### config.mk
export PLATFORM = sky130hd
export DESIGN_NAME = id_ex_alu_issue
export DESIGN_NICKNAME = d
export VERILOG_FILES = /design/src/rtl/id_ex_alu_issue.sv
export SDC_FILE = /design/constraint.sdc
export NUM_CORES = 1
export LEC_CHECK = 0
export ABC_CLOCK_PERIOD_IN_PS = 1900
export BUFFER_PORTS_ARGS = -buffer_cell sky130_fd_sc_hd__buf_2
export CAP_MARGIN = 0
export CORE_MARGIN = 2
export CORE_UTILIZATION = 30
export DETAILED_ROUTE_END_ITERATION = 16
export PLACE_DENSITY = 0.54
export SYNTH_ARGS = -nofsm -noshare
export SYNTH_HDL_FRONTEND = slang
export SYNTH_SLANG_ARGS = --single-unit
### constraint.sdc
create_clock -name clk -period 1.9 [get_ports clk]
set_input_delay 0.095 -clock clk [delete_from_list [all_inputs] [get_ports clk]]
set_output_delay 0.095 -clock clk [all_outputs]
set_load 0.01 [all_outputs]
### src/rtl/id_ex_alu_issue.sv
// ID/EX issue register: decodes the ID instruction into ALU/main controls, registers them for EX,
// and inserts a single bubble on a load-use hazard.
module id_ex_alu_issue #(
  parameter int CNT_W = 16
) (
  input  logic             clk,
  input  logic             rst_n,
  input  logic             id_valid,
  input  logic [31:0]      id_instr,
  input  logic             stall_in,
  input  logic             flush,
  output logic             id_ready,
  output logic             hazard,
  output logic             ex_valid,
  output logic [1:0]       ex_aluop,
  output logic [3:0]       ex_funct,
  output logic             ex_alusrc,
  output logic             ex_regwrite,
  output logic             ex_memread,
  output logic             ex_memwrite,
  output logic             ex_memtoreg,
  output logic             ex_branch,
  output logic [4:0]       ex_rs1,
  output logic [4:0]       ex_rs2,
  output logic [4:0]       ex_rd,
  output logic             ex_bubble,
  output logic             illegal_instr,
  output logic [CNT_W-1:0] bubble_count
);

  typedef enum logic {NORMAL, BUBBLE} state_t;

  typedef struct packed {
    logic       valid;
    logic [1:0] aluop;
    logic [3:0] funct;
    logic       alusrc;
    logic       regwrite;
    logic       memread;
    logic       memwrite;
    logic       memtoreg;
    logic       branch;
    logic [4:0] rs1;
    logic [4:0] rs2;
    logic [4:0] rd;
  } ex_t;

  state_t state, state_next;
  ex_t    ex_q, load_val;
  logic   uses_rs2, dec_legal, illegal_load;
  logic   unused_bits;

  assign unused_bits = ^{id_instr[31], id_instr[29:25]};

  always_comb begin
    load_val  = '0;
    uses_rs2  = 1'b0;
    dec_legal = 1'b1;
    load_val.funct = {id_instr[30], id_instr[14:12]};
    load_val.rs1   = id_instr[19:15];
    load_val.rs2   = id_instr[24:20];
    load_val.rd    = id_instr[11:7];
    case (id_instr[6:0])
      7'b0110011: begin
        load_val.regwrite = 1'b1;
        load_val.aluop    = 2'b10;
        uses_rs2          = 1'b1;
      end
      7'b0010011: begin
        load_val.regwrite = 1'b1;
        load_val.alusrc   = 1'b1;
        load_val.aluop    = 2'b10;
        load_val.funct[3] = 1'b0;
      end
      7'b0000011: begin
        load_val.regwrite = 1'b1;
        load_val.alusrc   = 1'b1;
        load_val.memread  = 1'b1;
        load_val.memtoreg = 1'b1;
      end
      7'b0100011: begin
        load_val.alusrc   = 1'b1;
        load_val.memwrite = 1'b1;
        uses_rs2          = 1'b1;
      end
      7'b1100011: begin
        load_val.branch = 1'b1;
        load_val.aluop  = 2'b01;
        uses_rs2        = 1'b1;
      end
      default: dec_legal = 1'b0;
    endcase
    // Unsupported opcodes issue as a valid NOP; an empty ID slot issues as an invalid NOP.
    if (!id_valid || !dec_legal) load_val = '0;
    load_val.valid = id_valid;
  end

  assign illegal_load = id_valid & ~dec_legal;

  assign hazard = id_valid & ex_q.valid & ex_q.memread & (ex_q.rd != 5'd0) &
                  ((ex_q.rd == id_instr[19:15]) | (uses_rs2 & (ex_q.rd == id_instr[24:20])));
  assign id_ready = ~stall_in & ~hazard;

  always_comb begin
    state_next = state;
    if (flush)          state_next = NORMAL;
    else if (!stall_in) state_next = hazard ? BUBBLE : NORMAL;
  end

  always_ff @(posedge clk) begin
    if (!rst_n) state <= NORMAL;
    else        state <= state_next;
  end

  always_ff @(posedge clk) begin
    if (!rst_n) begin
      ex_q          <= '0;
      illegal_instr <= 1'b0;
      bubble_count  <= '0;
    end else if (flush) begin
      ex_q          <= '0;
      illegal_instr <= 1'b0;
    end else if (stall_in) begin
      illegal_instr <= 1'b0;
    end else if (hazard) begin
      ex_q          <= '0;
      illegal_instr <= 1'b0;
      if (bubble_count != {CNT_W{1'b1}}) bubble_count <= bubble_count + CNT_W'(1);
    end else begin
      ex_q          <= load_val;
      illegal_instr <= illegal_load;
    end
  end

  assign ex_bubble   = (state == BUBBLE);
  assign ex_valid    = ex_q.valid;
  assign ex_aluop    = ex_q.aluop;
  assign ex_funct    = ex_q.funct;
  assign ex_alusrc   = ex_q.alusrc;
  assign ex_regwrite = ex_q.regwrite;
  assign ex_memread  = ex_q.memread;
  assign ex_memwrite = ex_q.memwrite;
  assign ex_memtoreg = ex_q.memtoreg;
  assign ex_branch   = ex_q.branch;
  assign ex_rs1      = ex_q.rs1;
  assign ex_rs2      = ex_q.rs2;
  assign ex_rd       = ex_q.rd;

endmodule
==> impl_metrics.yaml, run 1 <==
placed_design:
  place.gp.congestion: 0.727
  post-place-cells: 388
  post-place-ws_ns: -0.437
  detailed_place.area_um2: 2650
  place.port_buffers: 78
  dp_hpwl_um: 3970
clocking:
  tritoncts.num_buffers: 5
  clock_sinks: 44
  max-clock-path-buffers: 2
  cts_htree_levels: 2
  clk_pin_slew_ns: 0.09
  tritoncts: "yes"
  clock_insertion_delay_worst_skew_ns: 0.30
  cts.root.buffer_cell: "clkbuf_8"
worst_setup_path:
  cp_slowest_cell: "or4_4"
  cp_slowest_stage_delay_ns: 0.55
  worstPathArrival_ns: 2.27
  timing.reg2reg.setup_slack_ns: -0.16
  timing.critical_path.to: "bubble_count[7]"
  rr_endpoint: "bubble_count[7]"
  class_of_the_most_critical_setup_path: "flop to flop"
  required_ns: 2.12
  timing.critical_path.cells: "buf_6, or4_4, buf_4, o2111a_2, nand3_4, o31ai_2, a21oi_1"
  reg2regPathDepth: 7
  cp.buffers_inverters: 2
  critical_path.startpoint_type: "flop"
  critical_path.max_fanout: 6
  reg2reg_from: "ex_rd[4]"
  critical_path.endpoint_type: "flop"
  worstSetupPathDepth: 7
  critical_path.top_delay_family: "simple AND/OR/NAND/NOR gates"
  critical_path.startpoint: "ex_rd[4]"
job:
  drv.max_cap_violation_count: 0
floorplanning:
  dieHeight_um: 86.9
  floorplan.die_area_um2: 7560
  die_width_um: 86.9
  floorplan.initialDensity_pct: 30.7
  num_rows: 30
  ioPinCount: 85
  core_area_um2: 6720
cells_and_area:
  finish.utilization_pct: 46.4
  final_layout_size_suffix_gt1_share_pct: 48.5
  layout.nets: 372
  finalInstanceArea_um2: 3120
  num_antenna_cells: 0
  areaGrowthSynthToFinish_pct: 51.0
  final_cell_count_no_fill: 414
route:
  drt_wl_total_um: 6240
  drc: 0
  wirelength_met1_um: 2950
  detail_route.wl_per_cell_um: 15.1
  met2_wirelength_um: 2810
  drt_pre_antenna_iters: 4
  wl_met3_um: 433
  drt-initial-drc-count: 59
  routed_vias: 2165
  highest_layer: "met4"
  vias_per_cell: 5.23
  postRouteAntennaNets: 0
sta:
  upper_clock_frequency_limit_ghz: 0.486
  layout_min_cycle_time_ns: 2.06
  final_report_max_slew_violation_count: 0
  relSlewSlack_pct: 43.6
  worstMarginPinSlew_ns: 0.843
  fin_worst_skew_ns: 0.00593
  period_share_pct: 108
  count_of_final_hold_check_violations: 0
  finalSetupViolations: 38
  final.setup.worst_slack_ns: -0.156
  grt_setup_unrepaired: "true"
power_and_ir_drop:
  design_power_total_w: 0.00163
  max-vdd-ir-drop_v: 0.000254
  power_per_cell_area_nw_per_um2: 524
  leakagePower_nw: 1.34
min_path:
  worstHoldPathType: "primary input to flop"
logic_synthesis:
  synth_top_area_share_pct: 42.7
  yosysUniqueCellTypes: 44
  avgSynthCellArea_um2: 9.42
  synth_nets: 257
  mappedNetlistArea_um2: 2060
  async_reset_ff_share_pct: 0
  synth.area.top_cells: "dfxtp_1 43%, a22o_1 7.6%, o31ai_1 4.4%"
  synth.yosys.seq_area_share_pct: 42.7
  synth_top_cell_by_area: "dfxtp_1"
  number_of_enable_type_register_cells_in_the_synthesized_netlist: 0
  yosysWarnings: 0
  synth_seq_cells: 44
  postSynthCellCount: 219
  synth_flop_cell: "dfxtp_1"
global_route:
  antenna_found_initial: 0
  grt_pass1_wl_um: 9060
  gr_ovfl_total: 0
  pin_count_of_the_biggest_net_entering_global_routing: 27
  grt_pass1_vias: 1813
  grt.total_usage_pct: 15.3
status:
  run_status: "finished, violations left"
  failed_checks: "negative setup slack"
## metal layers
layer  track usage (%)  vias to the layer above
met2              23.2                       79
li1                  -                     1059
met1              21.8                     1020
met3              3.51                        7
met4              3.84                        0
met5                 0                        -
## worst min path at each step
stage	end	cells past startpoint	startpoint	slack, ns
finish	ex_rd[3]	2	id_instr[10]	0.01
floorplan	ex_aluop[1]	1	id_instr[6]	0.20
CTS	ex_funct[1]	2	id_instr[13]	0.002
detailed placement	ex_funct[1]	2	id_instr[13]	0.31
global placement	ex_rd[4]	2	id_instr[11]	0.31
global route	ex_funct[0]	2	id_instr[12]	0.002
## what timing repair did
item                                    CTS  global route
hold buffers                              1             1
endpoints found under the setup margin   46            44
pin swaps                                 3            15
setup buffers                             2            11
endpoints found under the hold margin     1             1
resized for setup                        12            33
gates cloned                              2             2
## cell families after synthesis
logic type | count (synthesis) | synth area share (%)
buffers and inverters | 17 | 5.76
AOI/OAI and AO/OA | 60 | 21.3
adders and majority gates | 2 | 1.09
muxes | 3 | 1.46
DFF | 44 | 42.7
xor gates and xnor gates | 10 | 4.24
and+or+nand+nor | 83 | 23.4
## power breakdown
group	switching, W	leakage, nW	internal [W]	total, W
logic	0.0000747	0.937	0.0000604	0.000135
registers	0.00000165	0.358	0.000917	0.000919
clock network	0.000328	0.0400	0.000250	0.000578
total	0.000405	1.34	0.00123	0.00163
## layout make-up
type                    count  area (um^2)
clock inverters             2         12.5
multi-input cells         162         1290
clock buffers               5         68.8
repair buffers            118          739
flip-flops and latches     44          896
inverters                   3         11.3
well taps                  80          100
fillers                   662         3600
## cells in the final DEF (no fill, tap or decap), types with 3 or more instances in the layout
master / n
clkbuf_8: 5
o21ai_0: 6
buf_6: 5
mux2i_1: 3
inv_1: 3
dfxtp_1: 40
o31ai_2: 3
nor2_1: 6
a21oi_1: 10
xor2_1: 5
or4_1: 6
nand3_4: 4
nand3_1: 10
nand2b_1: 3
xnor2_1: 4
buf_2: 78
o31ai_1: 9
buf_4: 31
a21oi_2: 5
nand2_1: 21
and3_1: 5
dfxtp_4: 4
or4_4: 6
nand4_1: 6
a22o_1: 18
## per-stage QoR
step                      setup TNS [ns]  hold slack (ns)
after CTS                         -0.274          0.00234
after floorplan                        0            0.201
after global routing               -5.44          0.00225
final                              -2.03           0.0109
after global placement             -6.55            0.307
after detailed placement           -8.35            0.310
## cell usage after synthesis, types with 2 or more instances
cell / n
a21oi_1: 14
a22o_1: 18
and2_1: 2
and3_1: 5
and4_1: 2
buf_12: 2
buf_2: 3
buf_4: 3
clkbuf_1: 4
dfxtp_1: 44
inv_1: 3
mux2i_1: 3
nand2_1: 21
nand2b_1: 3
nand3_1: 11
nand4_1: 6
nor2_1: 8
nor2b_1: 2
nor3_1: 3
o21ai_0: 6
o21ai_1: 3
o31ai_1: 12
or3_1: 2
or4_1: 11
xnor2_1: 5
xor2_1: 5
## state kept, by name, summed over array words and instances, names as in the netlist, 2 cells and up
signal	flops
ex_funct	4
ex_rs2	5
ex_rs1	5
ex_rd	5
ex_aluop	2
bubble_count	16
No activity file was read; power rests on OpenSTA's default activity.
==> run 2, diff against run 1 <==
- CORE_MARGIN: 2 -> 3
==> run 2 against run 1 <==
The flow now finishes without violations. Final cell count shrank 4.3%. Hold slack lost 0.0062 ns. Routed wire length shrank 9.1%. Sequential power grew 0.4%. Design area shrank 8.8%. Non-clock buffer count shrank 13. First-iteration DRC count shrank 15%. Core utilization shrank 2.6 points. Highest routed layer unchanged. Largest power group unchanged.
==> impl_metrics.yaml, run 2 (synthesis gave the netlist of run 1 again) <==
worst_setup_path:
  reg2regPathDepth: 6
  critical_path.endpoint_type: "output pin"
  critical_path.max_fanout: 5
  class_of_the_most_critical_setup_path: "flop to output pin"
  critical_path.startpoint: "ex_rd[2]"
  timing.critical_path.to: "id_ready"
  critical_path.startpoint_type: "flop"
  required_ns: 1.80
  reg2reg_from: "ex_rd[2]"
  worstPathArrival_ns: 1.80
  rr_endpoint: "bubble_count[6]"
  timing.reg2reg.setup_slack_ns: 0.06
global_route:
  pin_count_of_the_biggest_net_entering_global_routing: 27
  grt_pass1_wl_um: 9200
  grt_pass1_vias: 1937
  antenna_found_initial: 0
  gr_ovfl_total: 0
  grt.total_usage_pct: 14.6
sta:
  final.setup.worst_slack_ns: 0.00248
  final_report_max_slew_violation_count: 0
  worstMarginPinSlew_ns: 0.518
  layout_min_cycle_time_ns: 1.90
  count_of_final_hold_check_violations: 0
  fin_worst_skew_ns: 0.0117
  relSlewSlack_pct: 65.4
  period_share_pct: 99.9
  grt_setup_unrepaired: "true"
  upper_clock_frequency_limit_ghz: 0.527
  hold-worst-slack_ns: 0.00468
  finalSetupViolations: 0
clocking:
  clk_pin_slew_ns: 0.09
  clock_insertion_delay_worst_skew_ns: 0.29
  tritoncts: "yes"
  max-clock-path-buffers: 2
  cts.root.buffer_cell: "clkbuf_8"
  tritoncts.num_buffers: 5
  clock_sinks: 44
  cts_htree_levels: 2
route:
  drt_wl_total_um: 5670
  drt_pre_antenna_iters: 4
  vias_per_cell: 5.11
  postRouteAntennaNets: 0
  routed_vias: 2025
  detail_route.wl_per_cell_um: 14.3
  drt-initial-drc-count: 50
  drc: 0
cells_and_area:
  largest_register_ff_count: 16
  layout.nets: 356
  leading_cell_type_in_the_layout_fill_and_taps_excluded: "buf_2"
  areaGrowthSynthToFinish_pct: 37.7
  final_cell_mix: "78 x buf_2, 39 x dfxtp_1, 23 x buf_4"
  num_antenna_cells: 0
  largest_register_by_flop_count: "bubble_count"
  final_layout_size_suffix_gt1_share_pct: 42.0
  finalInstanceArea_um2: 2840
job:
  drv.max_cap_violation_count: 0
power_and_ir_drop:
  leakagePower_nw: 1.24
  max-vdd-ir-drop_v: 0.000367
  power_per_cell_area_nw_per_um2: 633
floorplanning:
  num_rows: 29
  core_area_um2: 6490
  ioPinCount: 85
  die_width_um: 88.9
  dieHeight_um: 88.9
  floorplan.die_area_um2: 7910
  floorplan.initialDensity_pct: 31.8
placed_design:
  post-place-ws_ns: -0.0520
  place.gp.congestion: 0.732
  detailed_place.area_um2: 2620
  dp_hpwl_um: 4010
  place.port_buffers: 78
status:
  run_status: "finished clean"
min_path:
  worstHoldPathType: "primary input to flop"
## run 2: power by group
part           total [W]  switching, W  internal, W
combinational   0.000108     0.0000614    0.0000468
clock           0.000766      0.000336     0.000430
sequential      0.000923    0.00000173     0.000922
## run 2: how the worst min path moves through the flow
stage,cells after the start,start,end,slack (ns)
final,2,id_instr[13],ex_funct[1],0.005
after floorplan,1,id_instr[6],ex_aluop[1],0.20
after global routing,2,id_instr[14],ex_funct[2],0.009
after global placement,2,id_instr[7],ex_rd[0],0.31
after detailed placement,2,id_instr[13],ex_funct[1],0.31
after CTS,2,id_instr[13],ex_funct[1],0.0001
## run 2: critical path, stage by stage, from the launching register on
cell and delay (ns):
dfxtp_4 0.38, or4_4 0.55, o2111ai_4 0.22, buf_6 0.14, nor2_2 0.04, nor2_1 0.07, buf_2 0.13
## run 2: layout make-up
class / count / area, um^2
Fill cell: 638 / 3650
Multi-Input combinational cell: 159 / 1120
Sequential cell: 44 / 890
Timing Repair Buffer: 105 / 606
Tap cell: 77 / 96.3
Clock buffer: 6 / 82.6
Clock inverter: 2 / 38.8
Inverter: 3 / 11.3
## run 2: per-layer routing
metal	track usage (%)	vias to the layer above	share of wire [%]	wire [um]
li1	-	1020	-	-
met1	19.5	941	47	2690
met2	23.2	62	45	2560
met3	4.15	2	7.0	395
met4	3.52	0	0.46	26
met5	0	-	0	0
## run 2: timing repair
| action | CTS | global route |
|---|---|---|
| cloned | 1 | 0 |
| hold endpoints to repair | 1 | 1 |
| hold buffers | 1 | 1 |
| buffers inserted | 1 | 0 |
| setup endpoints to repair | 35 | 42 |
| gates resized for setup | 5 | 13 |
| pin swaps | 2 | 2 |
## run 2: metrics by stage
stage          utilization [%]  setup TNS, ns  instances  power [W]
6_report                  43.7              0        396    0.00180
5_1_grt                   43.7         -0.417        396    0.00187
4_1_cts                   42.8        -0.0509        395    0.00182
3_5_place_dp              40.4         -0.828        384    0.00105
3_3_place_gp              40.4         -0.700        384    0.00105
2_1_floorplan                -              0        219   0.000989
